[src/rtl/sprite_pkg.sv]
// sprite_pkg
//   Shared definitions for the sprite blitter: FSM state encoding and the
//   default sprite / framebuffer geometry and transparent palette index.
package sprite_pkg;

   typedef enum logic [1:0] {
      ST_IDLE  = 2'd0,
      ST_RUN   = 2'd1,
      ST_DRAIN = 2'd2,
      ST_DONE  = 2'd3
   } state_t;

   localparam int          SPR_W_D  = 32;
   localparam int          SPR_H_D  = 32;
   localparam int          FB_W_D   = 500;
   localparam int          FB_H_D   = 500;
   localparam logic [3:0]  TRANSP_D = 4'd0;

endpackage

[src/rtl/blit_raster_counter.sv]
// blit_raster_counter
//   Walks the sprite in raster order (col fastest) and keeps the framebuffer
//   base address of the current screen row, advanced by one add per row.
// Ports:
//   i_clk, i_reset   clock, synchronous active-high reset
//   i_load           restart at (col 0, row 0) with row base for i_y
//   i_step           advance one pixel
//   i_y              sprite top screen row, used on i_load
//   o_col, o_row     current sprite column / row
//   o_row_base       (i_y + row) * FB_W
//   o_last           current pixel is the final one of the sprite
module blit_raster_counter
   import sprite_pkg::*;
#(
   parameter int SPR_W = SPR_W_D,
   parameter int SPR_H = SPR_H_D,
   parameter int FB_W  = FB_W_D,
   parameter int CW    = $clog2(SPR_W),
   parameter int RW    = $clog2(SPR_H)
) (
   input  logic          i_clk,
   input  logic          i_reset,
   input  logic          i_load,
   input  logic          i_step,
   input  logic [9:0]    i_y,
   output logic [CW-1:0] o_col,
   output logic [RW-1:0] o_row,
   output logic [19:0]   o_row_base,
   output logic          o_last
);

   localparam logic [CW-1:0] COL_MAX = CW'(SPR_W - 1);
   localparam logic [RW-1:0] ROW_MAX = RW'(SPR_H - 1);
   localparam logic [19:0]   FB_W_A  = 20'(FB_W);

   logic [CW-1:0] r_col;
   logic [RW-1:0] r_row;
   logic [19:0]   r_base;
   logic [19:0]   w_base0;

   // Starting row base is a product by a constant, formed once per blit;
   // 20 bits so rows past the framebuffer cannot alias onto visible rows.
   assign w_base0 = 20'(int'(i_y) * FB_W);

   always_ff @(posedge i_clk) begin
      if (i_reset) begin
         r_col  <= '0;
         r_row  <= '0;
         r_base <= '0;
      end else if (i_load) begin
         r_col  <= '0;
         r_row  <= '0;
         r_base <= w_base0;
      end else if (i_step) begin
         if (r_col == COL_MAX) begin
            r_col  <= '0;
            r_row  <= r_row + 1'b1;
            r_base <= r_base + FB_W_A;
         end else begin
            r_col <= r_col + 1'b1;
         end
      end
   end

   assign o_col      = r_col;
   assign o_row      = r_row;
   assign o_row_base = r_base;
   assign o_last     = (r_col == COL_MAX) && (r_row == ROW_MAX);

endmodule

[src/rtl/sprite_blitter.sv]
// sprite_blitter
//   Copies a SPR_W x SPR_H sprite from an external ROM into an external
//   framebuffer at (sprite_x, sprite_y), optionally mirrored, skipping the
//   transparent index and clipping pixels that fall off screen.
// Ports:
//   i_clk, i_reset          clock, synchronous active-high reset
//   i_start                 blit request, honoured only in IDLE
//   i_sprite_x/_y, i_mirror sprite placement / horizontal flip
//   o_busy, o_done          busy in RUN/DRAIN, done pulse on completion
//   o_rom_address, i_rom_q  sprite ROM port (1-cycle read latency)
//   o_fb_we, o_fb_address,
//   o_fb_data               framebuffer write port
module sprite_blitter
   import sprite_pkg::*;
#(
   parameter int         SPR_W  = SPR_W_D,
   parameter int         SPR_H  = SPR_H_D,
   parameter int         FB_W   = FB_W_D,
   parameter int         FB_H   = FB_H_D,
   parameter logic [3:0] TRANSP = TRANSP_D
) (
   input  logic        i_clk,
   input  logic        i_reset,
   input  logic        i_start,
   input  logic [9:0]  i_sprite_x,
   input  logic [9:0]  i_sprite_y,
   input  logic        i_mirror,
   output logic        o_busy,
   output logic        o_done,
   output logic [9:0]  o_rom_address,
   input  logic [3:0]  i_rom_q,
   output logic        o_fb_we,
   output logic [17:0] o_fb_address,
   output logic [3:0]  o_fb_data
);

   localparam int          CW      = $clog2(SPR_W);
   localparam int          RW      = $clog2(SPR_H);
   localparam logic [10:0] FB_W_X  = 11'(FB_W);
   localparam logic [10:0] FB_H_X  = 11'(FB_H);
   localparam logic [CW-1:0] COL_MAX = CW'(SPR_W - 1);

   state_t        r_state, w_next;
   logic [9:0]    r_x, r_y;
   logic          r_mirror;

   logic          w_accept, w_run, w_last, w_we;
   logic [CW-1:0] w_col, w_col_m;
   logic [RW-1:0] w_row;
   logic [19:0]   w_row_base;
   logic [10:0]   w_sx, w_sy;

   // Stage aligned with the ROM read: carries the pixel issued last cycle.
   logic          r_vld;
   logic [10:0]   r_sx, r_sy;
   logic [17:0]   r_addr;

   assign w_accept = (r_state == ST_IDLE) && i_start;
   assign w_run    = (r_state == ST_RUN);

   always_ff @(posedge i_clk) begin
      if (i_reset) r_state <= ST_IDLE;
      else         r_state <= w_next;
   end

   always_comb begin
      w_next = r_state;
      case (r_state)
         ST_IDLE:  if (i_start) w_next = ST_RUN;
         ST_RUN:   if (w_last)  w_next = ST_DRAIN;
         ST_DRAIN: w_next = ST_DONE;
         ST_DONE:  w_next = ST_IDLE;
         default:  w_next = ST_IDLE;
      endcase
   end

   always_ff @(posedge i_clk) begin
      if (i_reset) begin
         r_x      <= '0;
         r_y      <= '0;
         r_mirror <= 1'b0;
      end else if (w_accept) begin
         r_x      <= i_sprite_x;
         r_y      <= i_sprite_y;
         r_mirror <= i_mirror;
      end
   end

   blit_raster_counter #(
      .SPR_W (SPR_W),
      .SPR_H (SPR_H),
      .FB_W  (FB_W)
   ) u_cnt (
      .i_clk      (i_clk),
      .i_reset    (i_reset),
      .i_load     (w_accept),
      .i_step     (w_run),
      .i_y        (i_sprite_y),
      .o_col      (w_col),
      .o_row      (w_row),
      .o_row_base (w_row_base),
      .o_last     (w_last)
   );

   assign w_col_m       = r_mirror ? (COL_MAX - w_col) : w_col;
   assign o_rom_address = w_run ? 10'(int'(w_row) * SPR_W + int'(w_col_m)) : 10'd0;

   // Screen coordinates are 11 bits so x/y past 1023 still compare as off-screen.
   assign w_sx = 11'(r_x) + 11'(w_col);
   assign w_sy = 11'(r_y) + 11'(w_row);

   always_ff @(posedge i_clk) begin
      if (i_reset) begin
         r_vld  <= 1'b0;
         r_sx   <= '0;
         r_sy   <= '0;
         r_addr <= '0;
      end else begin
         r_vld <= w_run;
         if (w_run) begin
            r_sx   <= w_sx;
            r_sy   <= w_sy;
            r_addr <= 18'(w_row_base + 20'(w_sx));
         end
      end
   end

   // Clipping on both axes: an x past the right edge is dropped instead of
   // spilling into the next framebuffer row.
   assign w_we = r_vld && (i_rom_q != TRANSP) && (r_sx < FB_W_X) && (r_sy < FB_H_X);

   assign o_fb_we      = w_we;
   assign o_fb_address = w_we ? r_addr  : 18'd0;
   assign o_fb_data    = w_we ? i_rom_q : 4'd0;

   assign o_busy = (r_state == ST_RUN) || (r_state == ST_DRAIN);
   assign o_done = (r_state == ST_DONE);

endmodule
[config.mk]
export PLATFORM = sky130hd
export DESIGN_NAME = sprite_blitter
export DESIGN_NICKNAME = d
export VERILOG_FILES = /design/src/rtl/sprite_pkg.sv /design/src/rtl/blit_raster_counter.sv /design/src/rtl/sprite_blitter.sv
export SDC_FILE = /design/constraint.sdc
export NUM_CORES = 1
export LEC_CHECK = 0
export ABC_CLOCK_PERIOD_IN_PS = 5000
export CORE_MARGIN = 2
export CORE_UTILIZATION = 45
export CTS_BUF_LIST = sky130_fd_sc_hd__clkbuf_8
export CTS_CLUSTER_DIAMETER = 30
export DETAILED_ROUTE_END_ITERATION = 12
export GPL_TIMING_DRIVEN = 0
export PLACE_DENSITY = 0.65
export SLEW_MARGIN = 0
export SYNTH_ARGS = -nofsm -noshare
export SYNTH_HDL_FRONTEND = slang
export SYNTH_SLANG_ARGS = --single-unit
[constraint.sdc]
create_clock -name i_clk -period 5 [get_ports i_clk]
set_input_delay 0.5 -clock i_clk [delete_from_list [all_inputs] [get_ports i_clk]]
set_output_delay 0.5 -clock i_clk [all_outputs]
set_load 0.01 [all_outputs]
==> run summary, run 1 <==
Number of max-slew violations in the final report = 0
CTS max path bufs = 2
Unrepaired setup endpoints after global routing = false
Share of the yosys chip area belonging to registers = 0.2653
Clock Latency Late Sink = 0.37 ns
Static leakage = 3.162 nW
Fraction of post-synthesis cell area in the top cell type by area = 0.2653
Slew of the pin with the lowest slew margin = 0.6667 ns
FF+latch count, synth = 86
Area contributors post-synth = dfxtp_1, ha_1, fa_1
Drt drc = 0
Type of origin of the critical path = primary input
Clock-pin transition on the worst setup and hold timing paths = 0.09 ns
Number of levels in the clock H-tree = 3
Yosys warning count = 0
Total clock buffers created by CTS = 9
Maximum ir drop on the vdd rail = 0.1619 mV
Post-Route Skew = 0.01170 ns
Total routing resource utilization after global routing = 0.2340
Relative slew slack = 0.5555
Type of the worst setup path = primary input to register
Number of setup violations in the final report = 0
Most common cell in the netlist = dfxtp_1
Fraction of the cycle the final worst path needs = 0.9476
Synthesized area per cell = 8.562 µm²
# Max-Cap Violations = 0
Number of global-route vias before repair = 5433
Critical path fanouts, max = 8
Synthesized Nets = 883
Worst Setup End Kind = register
Clock tree from TritonCTS = built
Site Rows = 43
Cell area after synthesis = 6490 µm²
Synth cell types = 60
Clock root buffer = clkbuf_8
Number of antenna violations at the first check in global routing = 0
Average wire per standard cell = 16.93 µm
Highest clock rate = 211.1 MHz
Area added between synthesis and finish = 15.85%
Total wirelength of the detailed-routed design = 17.17 mm
Placer congestion estimate = 0.8981
Reg area = 1722 µm²
Starting density of the core = 0.4640
Post-synth top area cell = dfxtp_1
Largest net degree at the start of global routing = 14
Wire length of the first global-routing pass = 27.63 mm
Run status = completed
HPWL after detailed placement = 13.50 mm
Fraction of final layout cells sized beyond drive strength 1 = 0.03477
Net count reported at finish = 955
Height of the die = 124.1 µm
Buffers on Ports = 61
Placed standard-cell area = 7326 µm²
Area of the multi-input gates = 4417 µm²
# clock sinks = 86
Num ports = 63
Fin crit period = 4.738 ns
Area of the die = 15400 µm²
Pwr per Cell Area = 447.3 nW/µm²
DRC marker count from the first detailed-route iteration = 388
Startpoint of the most critical setup path = i_sprite_y[2]
Worst hold path class = register to register
Most instantiated cells after synthesis = dfxtp_1, nand2_1, nor2_1, ha_1, inv_1
Final antenna diode count = 0
Gate Count Post-Synth = 758
Initial DRT Pass Iterations = 5
Signal arrival time at the worst endpoint = 4.98 ns
Total congestion overflow = 0
Launch instance of the worst min-delay path = r_x[2]
Vias post-DR = 5659
Number of flops mapped to enable cells by yosys = 0
Area of the core region = 13990 µm²
Share of flip-flops with an asynchronous set or reset after synthesis = 0
Via density per instance = 5.581
Post-route setup TNS = 0 ns
Start of the worst register-to-register path = u_cnt.o_col[0]
Data required, critical path = 5.24 ns
Horizontal extent of the die = 124.1 µm
Design Area, Final = 7518 µm²
Hold Fails Final Rpt = 0
Antenna violation net count after detailed routing = 0
Layout filler cell count = 1343
Ys flop type = dfxtp_1
cell families after synthesis:
| kind of cell | after synthesis | synth area share |
|---|---|---|
| compound gates | 163 | 0.1747 |
| xor+xnor | 50 | 0.06748 |
| fa+ha+maj | 97 | 0.2240 |
| buf+inv | 96 | 0.05591 |
| flops | 86 | 0.2653 |
| mux | 15 | 0.02333 |
| simple gates | 251 | 0.1893 |
flip-flops by register name, summed over array words and instances (netlist names):
register and count:
r_sx 11, r_addr 16, u_cnt.o_row_base 16, u_cnt.o_row 5
r_sy 9, u_cnt.o_col 5, r_state 2, r_mirror 1
r_vld 1, r_x 10, r_y 10
worst paths after layout:
| check | slack, ns | end | cells after the start |
|---|---|---|---|
| setup / recovery | 0.26 | u_cnt.o_row_base[16] | 14 |
| hold / removal | 0.47 | r_x[2] | 2 |
| setup reg to reg | 0.77 | r_addr[15] | 14 |
| hold reg to reg | 0.47 | r_x[2] | 2 |
power breakdown:
part           switching [mW]  total [mW]  internal, mW  leakage [nW]
Clock                   0.253       0.455         0.202        0.0886
Sequential              0.163        1.02         0.862         0.703
Combinational            1.14        1.88         0.747          2.37
Total                    1.55        3.36          1.81          3.16
per-stage QoR:
stage,hold WS [ns],std cells,util,power (mW),worst slack (ns)
2_1_floorplan,0.4406,758,-,2.325,0.7171
3_3_place_gp,0.4510,999,0.5237,2.807,-0.1089
3_5_place_dp,0.4608,999,0.5237,2.858,-0.2095
4_1_cts,0.4730,1014,0.5362,3.327,0.1290
5_1_grt,0.4940,1014,0.5375,3.648,0.02859
6_report,0.4727,1014,0.5375,3.363,0.2621
critical path, stage by stage:
cell	delay, ns
clkdlybuf4s50_1	0.61
inv_1	0.15
fa_1	0.58
fa_1	0.45
fa_1	0.51
fa_1	0.51
inv_1	0.04
ha_1	0.26
clkbuf_1	0.30
a21oi_2	0.14
o21ai_0	0.20
nor2_1	0.11
o2111a_1	0.25
a2111oi_1	0.37
layout by cell type (no fill, tap or decap), types with 19 or more instances in the layout:
master	count
xor2_1	23
a21oi_1	49
fa_1	32
clkdlybuf4s50_1	60
xnor2_1	27
and2_1	29
nor2_1	68
ha_1	65
o21ai_0	19
nand2_1	79
clkbuf_1	25
a211oi_1	24
inv_1	62
dfxtp_1	86
area by class of cell:
| type | count | share of cell area |
|---|---|---|
| Sequential cell | 86 | 0.2290 |
| Clock buffer | 11 | 0.02014 |
| Multi-Input combinational cell | 576 | 0.5875 |
| Buffer | 33 | 0.01681 |
| Inverter | 62 | 0.03095 |
| Tap cell | 180 | 0.02996 |
| Clock inverter | 4 | 0.003162 |
| Timing Repair Buffer | 62 | 0.08254 |
timing repair:
item / CTS / global route
gates resized for setup: 0 / 3
endpoints found under the setup margin: 0 / 4
hold buffers: 0 / 0
setup buffers: 0 / 1
metal layers:
layer,vias up,global-route usage,routed length (µm)
met3,13,0.04212,1000
met5,-,0,0
met1,2709,0.3188,8004
met4,0,0.05829,184
met2,159,0.3842,7978
li1,2778,-,-
Note: power is estimated with default switching activity, not from simulation.
==> run 2, diff against run 1 <==
CTS_BUF_LIST = sky130_fd_sc_hd__clkbuf_16   (was sky130_fd_sc_hd__clkbuf_8)
CTS_CLUSTER_DIAMETER = 60   (was 30)
==> run summary, run 2 (synthesis gave the netlist of run 1 again) <==
Run status = completed
# Max-Cap Violations = 0 (unchanged)
Overall power consumption = 3.519 mW (+4.6%)
Vias post-DR = 5617 (-0.74%)
Highest clock rate = 209.4 MHz (-0.79%)
Type of origin of the critical path = primary input
Relative slew slack = 0.5538 (-0.001690)
Horizontal extent of the die = 124.1 µm (unchanged)
Number of placed instances with taps included = 999 (unchanged)
Maximum ir drop on the vdd rail = 0.2203 mV (+36%)
Initial DRT Pass Iterations = 5 (unchanged)
Total wirelength of the detailed-routed design = 17.17 mm (about the same)
Average wire per standard cell = 16.95 µm (about the same)
Critical path fanouts, max = 7 (-1)
Clock root buffer = clkbuf_16
Site Rows = 43 (unchanged)
Total clock buffers created by CTS = 9 (unchanged)
Number of max-slew violations in the final report = 0 (unchanged)
Crit path cell chain = clkdlybuf4s50_1 -> inv_1 -> fa_1 -> fa_1 -> inv_1 -> fa_1 -> inv_1 -> fa_1 -> inv_1 -> ha_1 -> a41oi_2 -> o21ai_0 -> nor2_1 -> o21ai_0 -> a2111oi_1
Commonest non-fill, non-tap cell in the layout = dfxtp_1
Cell Count, Final, Fillers Out = 1013 (-0.099%)
Total routing resource utilization after global routing = 0.2348 (+0.0007973)
Static leakage = 3.195 nW (+1.1%)
Reg area = 1722 µm² (unchanged)
Area of the core region = 13990 µm² (unchanged)
Slew of the pin with the lowest slew margin = 0.6678 ns (+0.001113 ns)
Clock tree from TritonCTS = built
Placer congestion estimate = 0.8981 (unchanged)
Hold Fails Final Rpt = 0 (unchanged)
Number of setup violations in the final report = 0 (unchanged)
Net count reported at finish = 954 (-0.10%)
Area of the multi-input gates = 4417 µm² (unchanged)
Worst path slowest cell = clkdlybuf4s50_1
Height of the die = 124.1 µm (unchanged)
Buffers on Ports = 61 (unchanged)
Via density per instance = 5.545 (-0.64%)
# clock sinks = 86 (unchanged)
Num ports = 63 (unchanged)
Wire length of the first global-routing pass = 27.65 mm (about the same)
Design Area, Final = 7596 µm² (+1.0%)
Data required, critical path = 5.22 ns (-0.02 ns)
Number of levels in the clock H-tree = 3 (unchanged)
Hold buffer count at cts = 0 (unchanged)
Layout filler cell count = 1327 (-1.2%)
Worst Setup End Kind = register
Final-layout worst hold slack = 0.4685 ns (-0.004150 ns)
Final antenna diode count = 0 (unchanged)
Number of global-route vias before repair = 5438 (+0.092%)
Drt drc = 0 (unchanged)
Post-Route Skew = 0.005601 ns (-0.006094 ns)
Fraction of final layout cells sized beyond drive strength 1 = 0.03241 (-0.002359)
CP peak stage delay = 0.60 ns (about the same)
Highest-count cells in the layout ignoring fill and taps = dfxtp_1, nand2_1, nor2_1
Type of the worst setup path = primary input to register
Number of antenna violations at the first check in global routing = 0 (unchanged)
Pwr per Cell Area = 463.3 nW/µm² (+3.6%)
Fin crit period = 4.775 ns (+0.03758 ns)
Clock Latency Late Sink = 0.35 ns (-0.02 ns)
Antenna violation net count after detailed routing = 0 (unchanged)
Area of the die = 15400 µm² (unchanged)
Clock-pin transition on the worst setup and hold timing paths = 0.06 ns (-0.03 ns)
Unrepaired setup endpoints after global routing = false
Signal arrival time at the worst endpoint = 5.00 ns (+0.02 ns)
Largest net degree at the start of global routing = 14 (unchanged)
Starting density of the core = 0.4640 (unchanged)
Worst hold path class = register to register
Total congestion overflow = 0 (unchanged)
DRC marker count from the first detailed-route iteration = 318 (-18%)
CTS max path bufs = 2 (unchanged)
Area added between synthesis and finish = 17.04%
Fraction of the cycle the final worst path needs = 0.9551 (+0.007515)
Placed standard-cell area = 7326 µm² (unchanged)
HPWL after detailed placement = 13.50 mm (unchanged)
run 2: worst paths after layout:
kind	startpoint	slack (ns)	endpoint	cells after the start
max	i_sprite_y[4]	0.22	u_cnt.o_row_base[16]	15
min	r_x[2]	0.47	r_x[2]	2
max reg2reg	u_cnt.o_col[0]	0.79	r_addr[15]	14
min reg2reg	r_x[2]	0.47	r_x[2]	2
run 2: layout make-up:
cell class | instances | area share
multi-input cells | 576 | 0.5815
flip-flops and latches | 86 | 0.2267
repair buffers | 62 | 0.08170
inverters | 62 | 0.03064
clock buffers | 9 | 0.02965
well taps | 180 | 0.02965
plain buffers | 32 | 0.01614
clock inverters | 6 | 0.004118
run 2: per-layer routing:
metal  vias to the layer above  global-route usage  part of all wire
met1                      2689              0.3206              0.47
li1                       2784                   -                 -
met3                        24             0.04258             0.046
met4                         0             0.07233             0.019
met2                       120              0.3777              0.46
met5                         -                   0                 0
run 2: worst max-delay path, delay by kind of cell:
kind,cells,cell delay [ns]
adder cells (fa/ha/maj),5,2.43
buffers and inverters,5,0.91
AO/OA/AOI/OAI,4,0.90
AND/OR/NAND/NOR,1,0.23
run 2: stage by stage:
step | worst slack (ns) | TNS (ns) | util
2_1_floorplan | 0.7171 | 0 | -
5_1_grt | 0.07446 | 0 | 0.5430
3_3_place_gp | -0.1089 | -0.2689 | 0.5237
6_report | 0.2245 | 0 | 0.5430
4_1_cts | 0.1001 | 0 | 0.5420
3_5_place_dp | -0.2095 | -0.6457 | 0.5237
run 2: timing repair:
action                     4_1_cts  5_1_grt
buffers inserted                 0        1
resized for setup                0        3
hold endpoints to repair         0        0
setup endpoints to repair        0        4
run 2: power by group:
group | switching [mW] | leakage [nW] | internal [mW] | total [mW]
clock network | 0.280 | 0.124 | 0.327 | 0.607
logic | 1.14 | 2.37 | 0.748 | 1.89
registers | 0.162 | 0.703 | 0.863 | 1.03
==> run 3, diff against run 2 <==
CAP_MARGIN = 20   (was not set)
==> results of run 3 <==
Same layout as run 2: the final DEF is identical, and so are final timing and power.
